===== src/rtl/ex_muldiv_unit.sv =====
// Iterative multiply/divide unit for the EX stage: 32 shift-add or restoring-divide
// steps followed by a sign-fix cycle, owning the architectural HI/LO registers.
module ex_muldiv_unit #(
    parameter int XLEN = 32,
    parameter int ITER = 32
) (
    input  logic            clk,
    input  logic            reset,
    input  logic            start,
    input  logic [1:0]      op,
    input  logic [XLEN-1:0] srcA,
    input  logic [XLEN-1:0] srcB,
    input  logic            hilo_rd,
    input  logic            hi_we,
    input  logic            lo_we,
    input  logic [XLEN-1:0] wdata,
    input  logic            flush,
    output logic            busy,
    output logic            stall,
    output logic            done,
    output logic [XLEN-1:0] hi,
    output logic [XLEN-1:0] lo
);
    localparam int CW = $clog2(ITER) + 1;

    typedef enum logic [1:0] {IDLE, RUN, FIX} state_t;

    state_t            state_reg;
    logic [CW-1:0]     count_reg;
    logic              is_div_reg;
    logic              neg_q_reg;
    logic              neg_r_reg;
    logic [XLEN-1:0]   opnd_reg;
    logic [2*XLEN-1:0] acc_reg;
    logic [2*XLEN-1:0] acc_next;
    logic              busy_reg;
    logic              done_reg;
    logic [XLEN-1:0]   hi_reg;
    logic [XLEN-1:0]   lo_reg;

    // Even op codes are the signed variants; their operands are reduced to magnitudes.
    logic            signed_op;
    logic            sign_a;
    logic            sign_b;
    logic [XLEN-1:0] mag_a;
    logic [XLEN-1:0] mag_b;

    assign signed_op = ~op[0];
    assign sign_a    = signed_op & srcA[XLEN-1];
    assign sign_b    = signed_op & srcB[XLEN-1];
    assign mag_a     = sign_a ? (~srcA + 1'b1) : srcA;
    assign mag_b     = sign_b ? (~srcB + 1'b1) : srcB;

    logic [XLEN:0]     add_sum;
    logic              div_ge;
    logic [XLEN-1:0]   div_sub;
    logic [2*XLEN-1:0] prod_fix;
    logic [XLEN-1:0]   quo_fix;
    logic [XLEN-1:0]   rem_fix;
    logic [XLEN-1:0]   hi_fix;
    logic [XLEN-1:0]   lo_fix;

    // acc holds the product for multiply, and {remainder, quotient shift} for divide.
    always_comb begin
        add_sum  = {1'b0, acc_reg[2*XLEN-1:XLEN]} + (acc_reg[0] ? {1'b0, opnd_reg} : '0);
        div_ge   = acc_reg[2*XLEN-1:XLEN-1] >= {1'b0, opnd_reg};
        div_sub  = acc_reg[2*XLEN-2:XLEN-1] - opnd_reg;
        acc_next = {add_sum, acc_reg[XLEN-1:1]};
        if (is_div_reg) begin
            if (div_ge)
                acc_next = {div_sub, acc_reg[XLEN-2:0], 1'b1};
            else
                acc_next = {acc_reg[2*XLEN-2:0], 1'b0};
        end

        prod_fix = neg_q_reg ? (~acc_reg + 1'b1) : acc_reg;
        quo_fix  = neg_q_reg ? (~acc_reg[XLEN-1:0] + 1'b1) : acc_reg[XLEN-1:0];
        rem_fix  = neg_r_reg ? (~acc_reg[2*XLEN-1:XLEN] + 1'b1) : acc_reg[2*XLEN-1:XLEN];
        hi_fix   = is_div_reg ? rem_fix : prod_fix[2*XLEN-1:XLEN];
        lo_fix   = is_div_reg ? quo_fix : prod_fix[XLEN-1:0];
    end

    always_ff @(posedge clk) begin
        if (reset) begin
            state_reg  <= IDLE;
            count_reg  <= '0;
            is_div_reg <= 1'b0;
            neg_q_reg  <= 1'b0;
            neg_r_reg  <= 1'b0;
            opnd_reg   <= '0;
            acc_reg    <= '0;
            busy_reg   <= 1'b0;
            done_reg   <= 1'b0;
            hi_reg     <= '0;
            lo_reg     <= '0;
        end else begin
            done_reg <= 1'b0;
            case (state_reg)
                IDLE: begin
                    if (start && !flush) begin
                        is_div_reg <= op[1];
                        neg_q_reg  <= sign_a ^ sign_b;
                        neg_r_reg  <= op[1] & sign_a;
                        opnd_reg   <= op[1] ? mag_b : mag_a;
                        acc_reg    <= {{XLEN{1'b0}}, (op[1] ? mag_a : mag_b)};
                        count_reg  <= '0;
                        busy_reg   <= 1'b1;
                        state_reg  <= RUN;
                    end else if (!start) begin
                        if (hi_we) hi_reg <= wdata;
                        if (lo_we) lo_reg <= wdata;
                    end
                end
                RUN: begin
                    if (flush) begin
                        busy_reg  <= 1'b0;
                        state_reg <= IDLE;
                    end else begin
                        acc_reg   <= acc_next;
                        count_reg <= count_reg + 1'b1;
                        if (count_reg == CW'(ITER - 1))
                            state_reg <= FIX;
                    end
                end
                FIX: begin
                    busy_reg  <= 1'b0;
                    state_reg <= IDLE;
                    if (!flush) begin
                        hi_reg   <= hi_fix;
                        lo_reg   <= lo_fix;
                        done_reg <= 1'b1;
                    end
                end
                default: begin
                    busy_reg  <= 1'b0;
                    state_reg <= IDLE;
                end
            endcase
        end
    end

    assign busy  = busy_reg;
    assign done  = done_reg;
    assign hi    = hi_reg;
    assign lo    = lo_reg;
    assign stall = busy_reg & (start | hilo_rd | hi_we | lo_we);
endmodule


===== config.mk =====
export PLATFORM = sky130hd
export DESIGN_NAME = ex_muldiv_unit
export DESIGN_NICKNAME = d
export VERILOG_FILES = /design/src/rtl/ex_muldiv_unit.sv
export SDC_FILE = /design/constraint.sdc
export NUM_CORES = 1
export LEC_CHECK = 0
export ABC_AREA = 1
export CAP_MARGIN = 20
export CORE_ASPECT_RATIO = 0.7
export CORE_UTILIZATION = 30
export CTS_CLUSTER_DIAMETER = 120
export DETAILED_ROUTE_END_ITERATION = 6
export PLACE_DENSITY = 0.52
export SLEW_MARGIN = 20
export SYNTH_ARGS = -nofsm -noshare
export SYNTH_HDL_FRONTEND = slang
export SYNTH_SLANG_ARGS = --single-unit

===== constraint.sdc =====
create_clock -name clk -period 5.25 [get_ports clk]
set_input_delay 1.05 -clock clk [delete_from_list [all_inputs] [get_ports clk]]
set_output_delay 1.05 -clock clk [all_outputs]
set_load 0.02 [all_outputs]

==> results of run 1 <==
[metrics by stage]
stage                     setup WS [ns]  instance area (um^2)
after floorplan                    2.73                 18000
after global placement             1.78                 20300
after detailed placement           1.76                 20300
after CTS                          1.83                 20900
after global routing               1.69                 20900
final                              1.76                 20900
[placed cells by master (no fill, tap or decap), types with 9 or more instances in the layout]
| cell type | count |
|---|---|
| nand2_1 | 895 |
| dfxtp_1 | 171 |
| inv_1 | 444 |
| a21oi_1 | 269 |
| o21ai_0 | 234 |
| o21bai_1 | 20 |
| nor2_2 | 18 |
| nor3_1 | 32 |
| a31oi_1 | 33 |
| nand3_1 | 328 |
| o21ai_1 | 9 |
| or2_2 | 12 |
| nand3b_1 | 12 |
| o211ai_1 | 25 |
| nand2_2 | 13 |
| clkbuf_16 | 17 |
| o22ai_1 | 10 |
| clkdlybuf4s50_1 | 170 |
| buf_4 | 28 |
| inv_2 | 16 |
| nor2_1 | 289 |
| nand4_1 | 51 |
| xor2_1 | 49 |
| ha_1 | 69 |
[path summary, 6_finish.rpt]
kind | endpoint | slack, ns | depth (start not counted)
worst max-delay path | acc_reg[63] | 1.76 | 16
worst min-delay path | count_reg[0] | 0.49 | 1
worst min register to register | count_reg[0] | 0.49 | 1
worst max register to register | acc_reg[63] | 1.76 | 16
[report_power, final]
group | internal, mW | leakage (nW) | total, mW | switching [mW]
clock | 0.677 | 0.280 | 1.35 | 0.671
sequential | 1.40 | 1.42 | 1.50 | 0.109
combinational | 0.539 | 8.24 | 1.72 | 1.18
total | 2.61 | 9.94 | 4.57 | 1.96
[kinds of logic after synthesis]
kind of cell | Yosys count | share of synthesized area
compound gates | 644 | 0.196
flops | 173 | 0.192
fa+ha+maj | 71 | 0.0501
buf+inv | 585 | 0.132
simple gates | 1687 | 0.403
xor+xnor | 54 | 0.0262
[critical path, cell delays in order, from the launching register on]
cell and delay (ns):
dfxtp_1 0.63, nand2_1 0.09, inv_1 0.07, ha_1 0.38
inv_1 0.10, fa_1 0.59, o21ai_2 0.33, inv_1 0.07
o21bai_1 0.36, nand2_1 0.17, nand3_1 0.16, nand2_1 0.06
nand2_1 0.07, nand2_1 0.05, inv_1 0.10, nand2_1 0.05
a21oi_1 0.12
[cell type report]
type                    count  area, um^2  share of cell area
well taps                 798         998              0.0477
clock inverters            13         150             0.00718
repair buffers            199        1920              0.0917
clock buffers              19         433              0.0207
flip-flops and latches    173        3470               0.166
inverters                 464        1750              0.0835
multi-input cells        2456       12200               0.583
[layer usage]
metal / GRT usage / share of wire / vias up
li1: - / - / 10700
met1: 0.446 / 0.51 / 10000
met2: 0.339 / 0.35 / 1002
met3: 0.0825 / 0.12 / 72
met4: 0.0634 / 0.020 / 4
met5: 0 / 0.00038 / -
==> key figures, run 1 <==
Pwr
  – Pwr Density: around 220 nW/um^2
  – LEAKAGE: between 9 and 10 nW
  – Max IR drop VDD: approximately 270 uV
  – Final Power: 4.57 mW

Synth
  – Primary FF master, synth: dfxtp_1
  – Asr flop ratio synth: 0
  – Cells after Synth: around 3,200
  – Sequential cell area fraction in the yosys report: 0.192
  – Synth top area cells: dfxtp_1 19%, nand2_1 19%, inv_1 9.3%
  – Net Count, Synth: 3,390
  – Yosys cell types: 60
  – Average size of a mapped cell: 5.61 um^2
  – Post-synth EDFFs: 0
  – Mapped Area: between 15,000 and 20,000 um^2
  – Yosys reg bits: 173
  – Synth area leader: dfxtp_1
  – Synth top cells by count: 895 x nand2_1, 445 x inv_1, 328 x nand3_1
  – Count leader, synth: nand2_1
  – Yosys warns: 0
  – Yosys top cell area share: 0.192

Drt
  – # DRC: 0
  – Drt initial violations: about 2,500
  – Routed via count: 21,800
  – Vias per std cell: ~5.3
  – Detail Route Antenna Nets: 0
  – DR WL/cell: approximately 21 um
  – Final WL: 86.0 mm
  – DR pass1 iterations: 6

Clock tree
  – Clock insertion delay at the later pin of the skew report: about 0.48 ns
  – Num CTS Buffers: 17
  – Max clock buf depth: 2
  – Clock slew at reported path FFs: roughly 0.080 ns
  – CTS hold repair buffers: 0
  – Clk sink count: ~170
  – CTS root buffer: clkbuf_16
  – CTS tree: built
  – H-tree levels: 4
  – Setup Fix Bufs, Post-CTS: 0
  – Post_cts resized: 0

Status
  – Outcome: complete, no violations

Timing
  – Tightest Pin Transition: ~1.0 ns
  – Setup TNS: 0 ns
  – Post-layout min period: 3.49 ns
  – Clk_skew: between 0.015 and 0.02 ns
  – Tightest hold margin: about 0.49 ns
  – Tcrit/Tclk final: 0.666
  – Hold Fails Final Rpt: 0
  – Highest clock rate: approximately 0.29 GHz
  – Max_slew headroom: 0.309
  – RSZ-0062 raised after global routing: false
  – Setup violations, final: 0
  – Final Max Slew Viols: 0

Hold path
  – Worst hold-check path type: reg -> reg
  – Min-delay src: count_reg[0]

Placement
  – GPL Wtd Cong: between 0.9 and 1
  – IO buf count: ~170
  – Post-Place Cells: between 4,000 and 5,000
  – Post-detail-place hpwl: around 70 mm

GRT
  – Largest net degree at the start of global routing: 75
  – First-pass GRT wire length: 126 mm
  – Initial antenna violation count: 1
  – Global route overflow: 0
  – Total global routing track utilization: 0.277
  – Vias in the first global route: between 15,000 and 20,000

Finish
  – Max reg flops: between 60 and 70
  – Share of cells above drive strength 1: 0.0478
  – ANT cells: 0
  – Final #Nets: ~3,500
  – Post-layout util: 0.355
  – Final std cells w/o fill: between 4,000 and 5,000
  – Fill cell count: between 6,000 and 7,000
  – Area grow syn2layout: 16.0%

Floorplan
  – Core Area: just under 60,000 um^2
  – Row count: between 70 and 80
  – Full die area: ~61,000 um^2
  – Starting Density: 0.306
  – Die height: 207 um
  – Io pins: approximately 170
  – Die X: 295 um

Critical path
  – Crit. End Element: flip-flop
  – Setup crit start kind: flip-flop
  – R2R Path Start: acc_reg[0]
  – Max FO, Critical Path: 7
  – WP data required: ~5.7 ns
  – Critical path arrival: slightly below 4 ns
  – Setup Crit Path Kind: reg -> reg
  – Critical Path Start: acc_reg[0]

Run
  – Number of max-cap violations: 0
(Power assumes the default switching activity.)
==> inputs of run 2 (changes only) <==
==> constraint.sdc (replaced) <==
create_clock -name clk -period 3.6 [get_ports clk]
set_input_delay 0.72 -clock clk [delete_from_list [all_inputs] [get_ports clk]]
set_output_delay 0.72 -clock clk [all_outputs]
set_load 0.02 [all_outputs]
==> run 2 against run 1 <==
Via count barely moved; global-route usage grew 0.052 points; clock-buffer cell count is 2 lower; sequential power increased by 45%; hold slack improved by 0.022 ns; total power rose by 48%; sequential share of layout area decreased by 0.26 points; largest cell class unchanged.
==> key figures, run 2 (synthesis results as in run 1) <==
Status
  – Outcome: complete, no violations

Clock tree
  – Clock insertion delay at the later pin of the skew report: 0.48 ns (about the same)
  – Num CTS Buffers: 17 (unchanged)
  – Max clock buf depth: 2 (unchanged)
  – H-tree levels: 4 (unchanged)
  – Post_cts resized: 0 (unchanged)
  – CTS tree: built
  – Setup Fix Bufs, Post-CTS: 0 (unchanged)
  – CTS root buffer: clkbuf_16
  – Clock slew at reported path FFs: 0.08 ns (about the same)
  – Clk sink count: 173 (unchanged)
  – CTS hold repair buffers: 0 (unchanged)

Drt
  – Detail Route Antenna Nets: 0 (unchanged)
  – Vias per std cell: 5.24 (-0.79%)
  – DR pass1 iterations: 6 (unchanged)
  – DR WL/cell: 20.6 um (-1.2%)
  – Final WL: 85.7 mm (-0.38%)
  – # DRC: 0 (unchanged)
  – Routed via count: 21,800 (+0.055%)
  – Drt initial violations: 2,908 (+16%)

Timing
  – Tightest hold margin: 0.515 ns (+0.0225 ns)
  – Hold Fails Final Rpt: 0 (unchanged)
  – Max_slew headroom: 0.201 (-0.108)
  – Tcrit/Tclk final: 0.839 (+0.173)
  – Post-layout min period: 3.02 ns (-0.476 ns)
  – Final Max Slew Viols: 0 (unchanged)
  – Setup violations, final: 0 (unchanged)
  – Tightest Pin Transition: 1.19 ns (+0.161 ns)
  – Setup TNS: 0 ns (unchanged)
  – Highest clock rate: 0.331 GHz (+16%)
  – Clk_skew: 0.0163 ns (-0.00186 ns)
  – RSZ-0062 raised after global routing: false

Critical path
  – RR Endpoint: acc_reg[43]
  – R2R Path Start: acc_reg[0]
  – Reg2reg setup slack: 0.58 ns (-1.17 ns)
  – CP bufs+invs: 2 (-2)
  – Max FO, Critical Path: 5 (-2)
  – Critical path arrival: 3.42 ns (-0.48 ns)
  – CP cell instances: nand2_1 > inv_1 > ha_1 > inv_1 > fa_1 > o21ai_2 > nand2_1 > nand3_1 > nor2_1 > o21ai_0 > nand2_1 > o21bai_1 > a21oi_1
  – Critical path depth in cells: 13 (-3)
  – Setup crit start kind: flip-flop
  – WP data required: 4.00 ns (-1.65 ns)
  – CP top delay family: compound AO/OA/AOI/OAI gates
  – CP dominant cell by count: nand2_1
  – Crit. End Element: flip-flop
  – Critical Path Start: acc_reg[0]
  – CP max-delay cell: fa_1
  – Crit path largest cell delay: 0.46 ns (-0.17 ns)
  – Setup Crit Path Kind: reg -> reg
  – Reg2Reg Depth: 13 (-3)
  – Worst setup endpoint: acc_reg[43]

Floorplan
  – Io pins: 172 (unchanged)
  – Core Area: 58,900 um^2 (unchanged)
  – Row count: 74 (unchanged)
  – Starting Density: 0.306 (unchanged)
  – Die X: 295 um (unchanged)
  – Full die area: 61,100 um^2 (unchanged)
  – Die height: 207 um (unchanged)

Placement
  – Post-detail-place hpwl: 70.0 mm (+0.41%)
  – GPL Wtd Cong: 1.01 (+1.5%)
  – Post-Place Cells: 4,124 (+0.83%)
  – IO buf count: 171 (unchanged)

Pwr
  – Sequential Power Share: 0.322 (-0.007)
  – Pwr Density: 318 nW/um^2 (+45%)
  – Comb pwr share: 0.379 (+0.003)
  – Net switching power: 2.90 mW (+48%)
  – P_int: 3.85 mW (+47%)
  – LEAKAGE: 10.2 nW (+2.1%)
  – Final Power: 6.75 mW (+48%)
  – Net Sw Frac: 0.429 (+0.000764)
  – Max IR drop VDD: 393 uV (+47%)
  – Clock network power share: 0.299 (+0.004)

Finish
  – Share of cells above drive strength 1: 0.0581 (+0.0102)
  – Post-layout util: 0.361 (+0.00565)
  – Final std cells w/o fill: 4,157 (+0.85%)
  – Most common cell after layout, fill and taps aside: nand2_1
  – Most frequent cells in the layout: 895 x nand2_1, 444 x inv_1, 328 x nand3_1, 289 x nor2_1, 269 x a21oi_1
  – Final #Nets: 3,521 (+0.98%)
  – Area grow syn2layout: 17.9%
  – Max reg flops: 64 (unchanged)

GRT
  – Initial antenna violation count: 2 (+1)
  – Global route overflow: 0 (unchanged)
  – Total global routing track utilization: 0.277 (+0.000520)
  – First-pass GRT wire length: 127 mm (+0.79%)
  – Largest net degree at the start of global routing: 71 (-5.3%)
  – Vias in the first global route: 19,500 (+2.1%)

Run
  – Number of max-cap violations: 0 (unchanged)

Hold path
  – Worst hold-check path type: reg -> reg
==> run 2: changes by cell type in the layout (fill, tap and decap cells not counted), moves of 2 or more <==
| cell | previous run | this run |
|---|---|---|
| buf_12 | 0 | 3 |
| clkbuf_1 | 2 | 0 |
| buf_4 | 28 | 59 |
| inv_6 | 4 | 2 |
| clkinvlp_4 | 2 | 0 |
| clkinv_8 | 1 | 4 |
| clkinv_4 | 1 | 3 |
==> run 2: worst min-delay path by stage <==
stage,startpoint,end,slack [ns],cells past startpoint
2_1_floorplan,count_reg[0],count_reg[0],0.45,1
3_3_place_gp,count_reg[0],count_reg[0],0.50,1
3_5_place_dp,count_reg[0],count_reg[0],0.50,1
4_1_cts,count_reg[0],count_reg[0],0.52,1
5_1_grt,count_reg[0],count_reg[0],0.55,1
6_report,count_reg[0],count_reg[0],0.51,1
==> run 2: worst reg2reg max path, cell delays in order (launching register included) <==
cell and delay (ns):
dfxtp_1 0.45, nand2_1 0.13, inv_1 0.08, ha_1 0.37, inv_1 0.10, fa_1 0.46, o21ai_2 0.31, nand2_1 0.09
nand3_1 0.14, nor2_1 0.05, o21ai_0 0.31, nand2_1 0.15, o21bai_1 0.19, a21oi_1 0.13
==> run 2: final cells by class <==
type                            instances  area (um^2)
Clock inverter                         15          195
Tap cell                              798          998
Clock buffer                           17          425
Fill cell                            6706        37600
Inverter                              464         1750
Antenna cell                            1         2.50
Sequential cell                       173         3470
Multi-Input combinational cell       2456        12200
Timing Repair Buffer                  233         2210
==> run 2: stage by stage <==
stage                     cell area, um^2  setup slack (ns)
after floorplan                     18000              1.08
after global placement              20600             0.565
after detailed placement            20600             0.582
after CTS                           21200             0.697
after global routing                21200             0.399
final                               21200             0.581
==> run 2: routing by layer <==
layer	vias up	global-route usage	part of all wire
met4	2	0.0533	0.015
li1	10800	-	-
met3	54	0.0885	0.13
met2	1054	0.341	0.35
met5	-	0	0.00027
met1	9934	0.446	0.51
==> run 2: power groups by stage <==
stage          combinational (mW)  sequential [mW]  clock, mW
6_report                     2.55             2.18       2.02
5_1_grt                      2.79             2.19       2.11
4_1_cts                      2.49             2.17       2.03
3_5_place_dp                 2.48             2.21          0
3_3_place_gp                 2.49             2.21          0
2_1_floorplan                1.59             2.22          0
